==> src/rtl/arith_loop_gen.sv <==
// -----------------------------------------------------------------------------
// arith_loop_gen
//
// Accumulation loop: on every accepted step, accumulator x is updated from
// counter y under a selectable arithmetic mode, then y advances by STEP and is
// clamped at LIMIT. Once y reaches LIMIT the block parks in DONE until rst or
// restart. Also tracks a sticky overflow/underflow flag and a step counter.
//
// Ports:
//   clk       in   1      clock, all state updates on the rising edge
//   rst       in   1      synchronous active-high reset
//   selector  in   1      step enable, sampled each cycle
//   restart   in   1      synchronous reload of initial values (below rst)
//   mode      in   2      00 wrap add, 01 saturating add, 10 wrap sub, 11 idle
//   x         out  WIDTH  accumulator
//   y         out  WIDTH  loop counter, never exceeds LIMIT
//   steps     out  WIDTH  accepted steps since reset/restart, wraps
//   ovf       out  1      sticky overflow/underflow flag
//   done      out  1      high while y == LIMIT
// -----------------------------------------------------------------------------
module arith_loop_gen #(
  parameter int WIDTH  = 15,
  parameter int LIMIT  = 250,
  parameter int STEP   = 1,
  parameter int X_INIT = 1,
  parameter int Y_INIT = 0
) (
  input  logic             clk,
  input  logic             rst,
  input  logic             selector,
  input  logic             restart,
  input  logic [1:0]       mode,
  output logic [WIDTH-1:0] x,
  output logic [WIDTH-1:0] y,
  output logic [WIDTH-1:0] steps,
  output logic             ovf,
  output logic             done
);

  typedef enum logic {
    ST_RUN  = 1'b0,
    ST_DONE = 1'b1
  } state_e;

  typedef enum logic [1:0] {
    MODE_WADD = 2'b00,
    MODE_SADD = 2'b01,
    MODE_WSUB = 2'b10,
    MODE_IDLE = 2'b11
  } mode_e;

  localparam logic [WIDTH-1:0] X_RST   = WIDTH'(X_INIT);
  localparam logic [WIDTH-1:0] Y_RST   = WIDTH'(Y_INIT);
  localparam logic [WIDTH:0]   LIMIT_E = (WIDTH+1)'(LIMIT);
  localparam logic [WIDTH:0]   STEP_E  = (WIDTH+1)'(STEP);

  state_e           state_q, state_d;
  logic [WIDTH-1:0] x_q, x_d;
  logic [WIDTH-1:0] y_q, y_d;
  logic [WIDTH-1:0] steps_q, steps_d;
  logic             ovf_q, ovf_d;

  logic             step_en;
  mode_e            mode_s;
  logic [WIDTH:0]   sum;
  logic [WIDTH:0]   y_sum;
  logic             y_hits_limit;

  assign mode_s = mode_e'(mode);

  // Shared arithmetic; both computed one bit wider so the carry is visible.
  assign sum          = {1'b0, x_q} + {1'b0, y_q};
  assign y_sum        = {1'b0, y_q} + STEP_E;
  assign y_hits_limit = (y_sum >= LIMIT_E);

  // ---------------------------------------------------------------------------
  // State register
  // ---------------------------------------------------------------------------
  // NOTE: sequential state uses non-blocking assignments so every register
  // samples the pre-edge values of the others, independent of block order.
  always_ff @(posedge clk) begin
    if (rst) state_q <= ST_RUN;
    else     state_q <= state_d;
  end

  // ---------------------------------------------------------------------------
  // Next-state logic
  // ---------------------------------------------------------------------------
  // NOTE: every combinational output gets a default first so no path leaves
  // it unassigned, which would otherwise infer a latch.
  always_comb begin
    state_d = state_q;
    if (restart)                     state_d = ST_RUN;
    else if (step_en && y_hits_limit) state_d = ST_DONE;
  end

  // ---------------------------------------------------------------------------
  // Output logic
  // ---------------------------------------------------------------------------
  // done follows the state register, which flips to DONE on the same edge that
  // writes LIMIT into y, so done == (y == LIMIT) by construction.
  always_comb begin
    step_en = (state_q == ST_RUN) && selector && (mode_s != MODE_IDLE);
    done    = (state_q == ST_DONE);
  end

  // ---------------------------------------------------------------------------
  // Datapath next-state
  // ---------------------------------------------------------------------------
  always_comb begin
    x_d     = x_q;
    y_d     = y_q;
    steps_d = steps_q;
    ovf_d   = ovf_q;

    if (restart) begin
      x_d     = X_RST;
      y_d     = Y_RST;
      steps_d = '0;
      ovf_d   = 1'b0;
    end else if (step_en) begin
      unique case (mode_s)
        MODE_WADD: begin
          x_d   = sum[WIDTH-1:0];
          ovf_d = ovf_q | sum[WIDTH];
        end
        MODE_SADD: begin
          x_d   = sum[WIDTH] ? '1 : sum[WIDTH-1:0];
          ovf_d = ovf_q | sum[WIDTH];
        end
        MODE_WSUB: begin
          x_d   = x_q - y_q;
          ovf_d = ovf_q | (x_q < y_q);
        end
        default: begin
          // MODE_IDLE never reaches here because step_en excludes it.
          x_d   = x_q;
          ovf_d = ovf_q;
        end
      endcase
      y_d     = y_hits_limit ? LIMIT_E[WIDTH-1:0] : y_sum[WIDTH-1:0];
      steps_d = steps_q + 1'b1;
    end
  end

  // ---------------------------------------------------------------------------
  // Datapath registers
  // ---------------------------------------------------------------------------
  always_ff @(posedge clk) begin
    if (rst) begin
      x_q     <= X_RST;
      y_q     <= Y_RST;
      steps_q <= '0;
      ovf_q   <= 1'b0;
    end else begin
      x_q     <= x_d;
      y_q     <= y_d;
      steps_q <= steps_d;
      ovf_q   <= ovf_d;
    end
  end

  assign x     = x_q;
  assign y     = y_q;
  assign steps = steps_q;
  assign ovf   = ovf_q;

endmodule

==> config.mk <==
export PLATFORM = sky130hd
export DESIGN_NAME = arith_loop_gen
export DESIGN_NICKNAME = d
export VERILOG_FILES = /design/src/rtl/arith_loop_gen.sv
export SDC_FILE = /design/constraint.sdc
export NUM_CORES = 1
export LEC_CHECK = 0
export ABC_AREA = 1
export CORE_ASPECT_RATIO = 1.2
export CORE_MARGIN = 5
export CORE_UTILIZATION = 60
export CTS_BUF_LIST = sky130_fd_sc_hd__clkbuf_8
export DETAILED_ROUTE_END_ITERATION = 6
export PLACE_DENSITY_LB_ADDON = 0.2
export SKIP_CTS_REPAIR_TIMING = 1
export SYNTH_ARGS = -nofsm -noshare
export SYNTH_HDL_FRONTEND = slang
export SYNTH_SLANG_ARGS = --single-unit
==> constraint.sdc <==
create_clock -name clk -period 5.55 [get_ports clk]
set_input_delay 0.8325 -clock clk [delete_from_list [all_inputs] [get_ports clk]]
set_output_delay 0.8325 -clock clk [all_outputs]
set_load 0.01 [all_outputs]
Word-level counts from Yosys, hierarchy flattened
Cells that the tools add are included.
{ "word_totals": {"output_inout_bits": 47, "register_bits": 47, "elab_cells": 31} }
{ "op_classes": {"bitwise": 3, "addsub": 4, "order_cmp": 2, "n_reduce_logical": 10, "eq_ne": 3, "mux": 4} }
{ "op_table": {"columns": ["op", "count"], "rows": [
  ["case mux 15 bit (3 select lines)", 1],
  ["2-to-1 mux 15 bit", 2],
  ["adder 15 x 1 -> 16 bit (second input constant)", 1],
  ["adder 15 x 15 -> 16 bit", 1],
  [">= comparator 16 x 8 -> 1 bit (second input constant)", 1],
  ["adder 15 x 1 -> 15 bit (second input constant)", 1],
  ["less-than comparator 15 bit", 1],
  ["subtractor 15 bit", 1],
  ["AND reduction 2 bit", 2],
  ["OR reduction 2 bit", 2],
  ["logical AND 1 bit", 3],
  ["nonzero test 3 bit", 1],
  ["== test 2 x 1 -> 1 bit (second input constant)", 1],
  ["== test 2 bit (second input constant)", 1],
  ["zero test 2 bit", 1],
  ["inequality test 2 bit (second input constant)", 1],
  ["OR 1 bit", 2],
  ["case mux 1 bit (2 select lines)", 1],
  ["nonzero test 2 bit", 1],
  ["inverter 1 bit", 1]
]} }

Depth between registers and ports, before layout
{ "depth": {"depth_word": 4, "depth_mapped": 16} }

Worst setup path after synthesis
No wires, ideal clock.
{ "synth_timing": {"path_kind": "input-to-reg", "from": "input mode[0]", "to": "register steps_q[13], in the netlist steps[13]", "setup_time_ps": 131, "n_path_buf": 0, "slack_ps": 3346, "arrival_ps": 2073, "t_required_ps": 5419, "stages": 11, "path_cell_list": "ha_1 nor2_1 nand2_2 nor2_1 nand2_1 nor2_1 nand3_1 nor2_2 nand2_1 xor2_1 nor2_1"} }
{ "synth_via": {"elab_chain_len": 2} }
{ "synth_rtl": {"columns": ["element", "line_no", "source"], "rows": [
  ["start: declaration", "32", "input logic [1:0] mode,"],
  ["inequality test 2 bit", "103", "step_en = (state_q == ST_RUN) && selector && (mode_s != MODE_IDLE);"],
  ["logical AND 1 bit", "103", null],
  ["end signal: assignment", "158", "steps_q <= steps_d;"],
  ["end: declaration", "60", "logic [WIDTH-1:0] steps_q, steps_d;"]
]} }
No other way between the ends.
A chain may end at the register's enable or synchronous reset.

Worst setup path after layout
{ "layout_timing": {"from": "input mode[1]", "to": "register x_q[3], in the netlist x[3]"} }
{ "layout_via": {"elab_chain_len": 3, "elab_cells_between_ends": 8, "classes_between": "3 x eq/ne; 1 x mux; 4 x reduce/logical"} }
{ "layout_rtl": {"columns": ["element", "line_no", "source"], "rows": [
  ["== test 2 bit, or another cell as far along", "122", "unique case (mode_s)"],
  ["nonzero test 3 bit (no source line) or logical AND 1 bit (tied branches)", null, null],
  ["AND reduction 2 bit (no source line)", null, null],
  ["end signal: assignment", "151", "x_q <= X_RST;"],
  ["end signal: assignment", "156", "x_q <= x_d;"],
  ["end: declaration", "58", "logic [WIDTH-1:0] x_q, x_d;"]
]} }
Several ways; a longest one is shown, not always the timed one.

==> results_dict.tcl <==
set metrics [dict create \
    die_area_um2 8750 \
    antenna_found_initial 0 \
    final_hold_viol_count 0 \
    synth_seq_area_share 0.225 \
    first_pass_iters 5 \
    ys.flop_type "dfxtp_1" \
    tightest_slew_ns 0.929 \
    tns_ns 0 \
    multi_input_area_um2 2800 \
    dp_hpwl_mm 9.80 \
    swShare 0.332 \
    synth_area_um2 4180 \
    required_ns 5.81 \
    cts_tree "built" \
    vias 4614 \
    cts_buffers 5 \
    critPathSlowestCell "clkinv_1" \
    syn_nets 715 \
    fin_crit_sh 0.532 \
    finalCriticalPeriod_ns 2.96 \
    synth_top_cell_by_area "dfxtp_1" \
    p_switching_mw 0.271 \
    via_per_inst 5.78 \
    clk_pin_slew_ns 0.09 \
    place_congestion 0.973 \
    nets 755 \
    hold_class "flop to flop" \
    cts_max_path_buffers 2 \
    regArea_um2 941 \
    drc_errors 0 \
    final_common_cell "nand2_1" \
    grt_first_pass_wirelength_mm 21.0 \
    crit_top_cell "nand2_2" \
    grt_overflow 0 \
    p_per_area_nw_per_um2 169 \
    syn_avg_cell_area_um2 6.23 \
    rsz0062_at_grt "false" \
    fp-row-count 33 \
    yosys_warnings 0 \
    pwr-share-comb 0.247 \
    slowest_delay_ns 0.58 \
    synth_cells 671 \
    postSynthRegisterBits 47 \
    drive_gt1_frac 0.0647 \
    total_leakage_power_nw 2.24 \
    start_util 0.614 \
    clock.fmax_mhz 338 \
    drt-total-wl_mm 12.6 \
    crit_type "primary input to flop" \
    synth_top_area_share 0.225 \
    htreeDepth 2 \
    p_int_mw 0.546 \
    critical_path.max_fanout 26 \
    endpoint_kind "flop" \
    power.share.clock 0.316 \
    sequentialPowerShare 0.437 \
    ios 53 \
    worstSetupStartpointType "primary input" \
    clkLatencyLatePin_ns 0.31 \
    synth-edff-count 0 \
    cts_sinks 47 \
    io_buffers 52 \
    core_area_um2 6810 \
    grt_util_all_layers 0.298 \
    synth-async-reset-ratio 0 \
    ant_nets 0 \
    fin_util 0.709 \
    wl_per_cell_um 15.8 \
    finalPower_mw 0.817 \
    antenna_cells 0 \
    fillers 620 \
    drt-initial-drc-count 300 \
    setup_viol 0 \
    cts_root_buf "clkbuf_8" \
    cp.arrival_ns 3.22 \
    drv_slew 0 \
    maxSlewHeadroom 0.378 \
    finalClockSkew_ns 0.0122 \
    status "completed" \
    worstHoldPathCells 2 \
    ir_drop_mv 0.129 \
    ff2ff_path_depth 15 \
    area_delta_synth_final_pct 15.6 \
    grt_start_max_net_pins 28 \
    grt_pass1_vias 4605 \
    layout_common_cells "nand2_1, inv_1, nand3_1" \
    ys_types 40 \
    die_h_um 101 \
    path_cells "clkdlybuf4s50_1 -> ha_1 -> nor2_1 -> nand2_2 -> clkinv_1 -> buf_4 -> nand2_2 -> inv_2 -> nand3_1 -> o211ai_1 -> inv_1" \
    cap_violations 0 \
    ys_top_cells_by_area "dfxtp_1, nand2_1, ha_1" \
    die_x_um 86.2 \
]
==> Yosys cell counts (3+ instances only) <==
cell and number:
nor3_1 16, o21ai_0 34, o21a_1 4, a21oi_1 40
clkinv_1 3, clkbuf_1 8, nor2_1 63, a31oi_1 6
nand4_1 13, inv_1 83, inv_2 6, ha_1 36
nand2_2 6, dfxtp_1 47, a21boi_0 3, nand3_1 74
o211ai_1 3, buf_2 10, o21bai_1 4, xnor2_1 3
a21oi_2 7, xor2_1 8, nand2_1 162, nor2_2 6
nor2_4 3
==> sequential cells by signal (all words and copies together), names as in the netlist <==
signal / cells
steps: 15
done: 1
x: 15
ovf: 1
y: 15
==> final cells by class <==
| cell class | count | area share |
|---|---|---|
| clock buffer | 5 | 0.0142 |
| clock inverter | 2 | 0.00777 |
| inverter | 92 | 0.0714 |
| multi-input combinational | 511 | 0.579 |
| sequential | 47 | 0.195 |
| tap | 87 | 0.0225 |
| timing repair buffer | 54 | 0.111 |
==> power groups by stage <==
stage	combinational (mW)	clock (mW)	sequential [mW]
after floorplan	0.138	0	0.363
after global placement	0.193	0	0.364
after detailed placement	0.196	0	0.364
after CTS	0.197	0.259	0.357
after global routing	0.226	0.274	0.359
final	0.201	0.258	0.357
==> logic make-up (layout without fill, tap and decap cells) <==
kind of cell,Yosys count,count (layout),synth area share
AO/OA/AOI/OAI,107,107,0.148
XOR/XNOR,11,11,0.0230
adder cells (fa/ha/maj),38,38,0.117
buffers and inverters,113,153,0.106
flip-flops,47,47,0.225
AND/OR/NAND/NOR,355,355,0.381
==> worst max-delay path, delay by kind of cell <==
kind	cells	cell delay, ns
buffers and inverters	5	1.69
AND/OR/NAND/NOR	4	0.45
adder cells (fa/ha/maj)	1	0.16
AO/OA/AOI/OAI	1	0.08
==> path summary, 6_finish.rpt <==
kind                     start                end  slack [ns]
max                    mode[1]  x[3]$_SDFFE_PP0P_        2.59
min           ovf$_SDFFE_PP0P_   ovf$_SDFFE_PP0P_        0.49
max reg2reg  y[4]$_SDFFE_PP0P_  x[3]$_SDFFE_PP0P_        2.72
min reg2reg   ovf$_SDFFE_PP0P_   ovf$_SDFFE_PP0P_        0.49
==> routing by layer <==
layer | part of all wire | global-route usage | vias to the layer above
met5 | 0 | 0 | -
met4 | 0.043 | 0.143 | 0
met3 | 0.060 | 0.0472 | 39
met2 | 0.49 | 0.528 | 195
met1 | 0.41 | 0.350 | 2110
li1 | - | - | 2270
==> through the flow <==
stage	hold WS (ns)	setup WS, ns	instance area (um2)	instances
CTS	0.501	2.62	4830	798
global placement	0.454	2.32	4730	791
global route	0.541	2.41	4830	798
floorplan	0.502	3.35	4180	671
finish	0.495	2.59	4830	798
detailed placement	0.475	2.30	4730	791
Note: power is estimated with default switching activity, not from simulation.
==> RTL change: new RTL, same flow settings <==
Put one more register stage on the output `ovf`. The value now appears one clock later. The other outputs are not delayed to match.
--- a/src/rtl/arith_loop_gen.sv
+++ b/src/rtl/arith_loop_gen.sv
@@ -164,5 +164,7 @@
   assign y     = y_q;
   assign steps = steps_q;
-  assign ovf   = ovf_q;
+  always_ff @(posedge clk) begin
+    ovf <= ovf_q;
+  end
 
 endmodule
Formal check against the unedited RTL: not equivalent (a bounded check fails within 4 cycles, from zero or initial values).
==> RTL change against the original RTL <==
- synthesized area is 0.48% higher
- power is 2.3% lower
- non-clock buffer count stayed put
- setup slack better by 0.053 ns
- global-route usage is 0.47 points higher
- sequential cell count is 1 higher
- cell area is 0.28% higher
- first-iteration DRC count is 12% lower
- routed wire length is 0.84% higher
- largest power group unchanged
- highest routed layer unchanged
==> RTL change: results (changes against the original RTL) <==
| Metric | Value |
|---|---|
| Status | finished clean (unchanged) |
| GPL Wtd Cong | 0.985 (was 0.973) |
| GR Util met2 | 0.529 (was 0.528) |
| Worst Hold Class | register to register (unchanged) |
| Via count | 4,608 (was 4,614) |
| M1 WL | 5220 um (was 5120 um) |
| Detailed Route Iter0 Violations | 264 (was 300) |
| Worst path top cell family by delay | simple AND/OR/NAND/NOR gates (was buffers and inverters) |
| Signal buffers share of area | 0.110 (was 0.111) |
| Met2 WL post-DR | 6290 um (was 6190 um) |
| Nets | 756 (was 755) |
| Top post-synthesis cells by count | nand2_1 (162), inv_1 (83), nand3_1 (74) (unchanged) |
| Clock Skew | 0.00709 ns (was 0.0122 ns) |
| Multi-input gate share of total cell area | 0.577 (was 0.579) |
| WP data arrival | 3.10 ns (was 3.22 ns) |
| Post-Syn Nets | 716 (was 715) |
| LEAKAGE | 2.25 nW (was 2.24 nW) |
| Hold endpoint | ovf (unchanged) |
| FFs & Latches | 48 (was 47) |
| Routed wl met3 | 708 um (was 762 um) |
| Filler cells | 624 (was 620) |
| GR met1 Demand/Resource | 0.362 (was 0.350) |
| Highest metal used | met4 (unchanged) |
| Top post-synthesis cells by area | dfxtp_1 (23%), nand2_1 (14%), ha_1 (11%), nand3_1 (8.8%), inv_1 (7.4%) (was dfxtp_1 (23%), nand2_1 (15%), ha_1 (11%), nand3_1 (8.9%), inv_1 (7.5%)) |
| Worst-Margin Slew | 0.845 ns (was 0.929 ns) |
| CP max FO | 10 (was 26) |
| Hold Startpoint | ovf_q (was ovf) |
| WHS Path Cells | 0 (was 2) |
| Wire length per cell | 15.9 um (was 15.8 um) |
| Sequential Area | 961 um2 (was 941 um2) |
| Global Route Usage Sum | 0.303 (was 0.298) |
| Clkbuf count | 6 (was 5) |
| Fraction of layout cells with a size suffix above 1 | 0.0659 (was 0.0647) |
| CP startpoint | y[4] (was mode[1]) |
| Clock tree cell share of total cell area | 0.0207 (was 0.0220) |
| Max VDD drop | 0.152 mV (was 0.129 mV) |
| Post-DP HPWL | 9980 um (was 9800 um) |
| Worst reg2reg setup slack | 2.65 ns (was 2.72 ns) |
-- RTL change: cell types whose count changed in the layout (fill, tap and decap cells not counted), sizes merged --
cell	unedited run	this run
dfxtp	47	48
bufinv	1	0
clkbuf	5	6
clkinvlp	1	0
inv	89	91
-- RTL change: where the power goes --
group / switching [mW] / internal [mW]
registers: 0.0132 / 0.352
logic: 0.130 / 0.0696
clock network: 0.130 / 0.105
-- RTL change: kinds of logic after synthesis --
logic type               share of synthesized area
XOR/XNOR                                    0.0229
AO/OA/AOI/OAI                                0.147
adder cells (fa/ha/maj)                      0.117
buffers and inverters                        0.106
AND/OR/NAND/NOR                              0.379
flip-flops                                   0.229
-- RTL change: per-stage QoR --
stage               total power [mW]  instances  hold WS, ns  worst slack [ns]  area, um2
finish                         0.798        800        0.368              2.65       4850
global route                   0.847        800        0.374              2.36       4850
CTS                            0.797        800        0.369              2.72       4850
detailed placement             0.567        792        0.355              2.42       4750
global placement               0.562        792        0.341              2.49       4750
floorplan                      0.509        672        0.331              3.35       4200
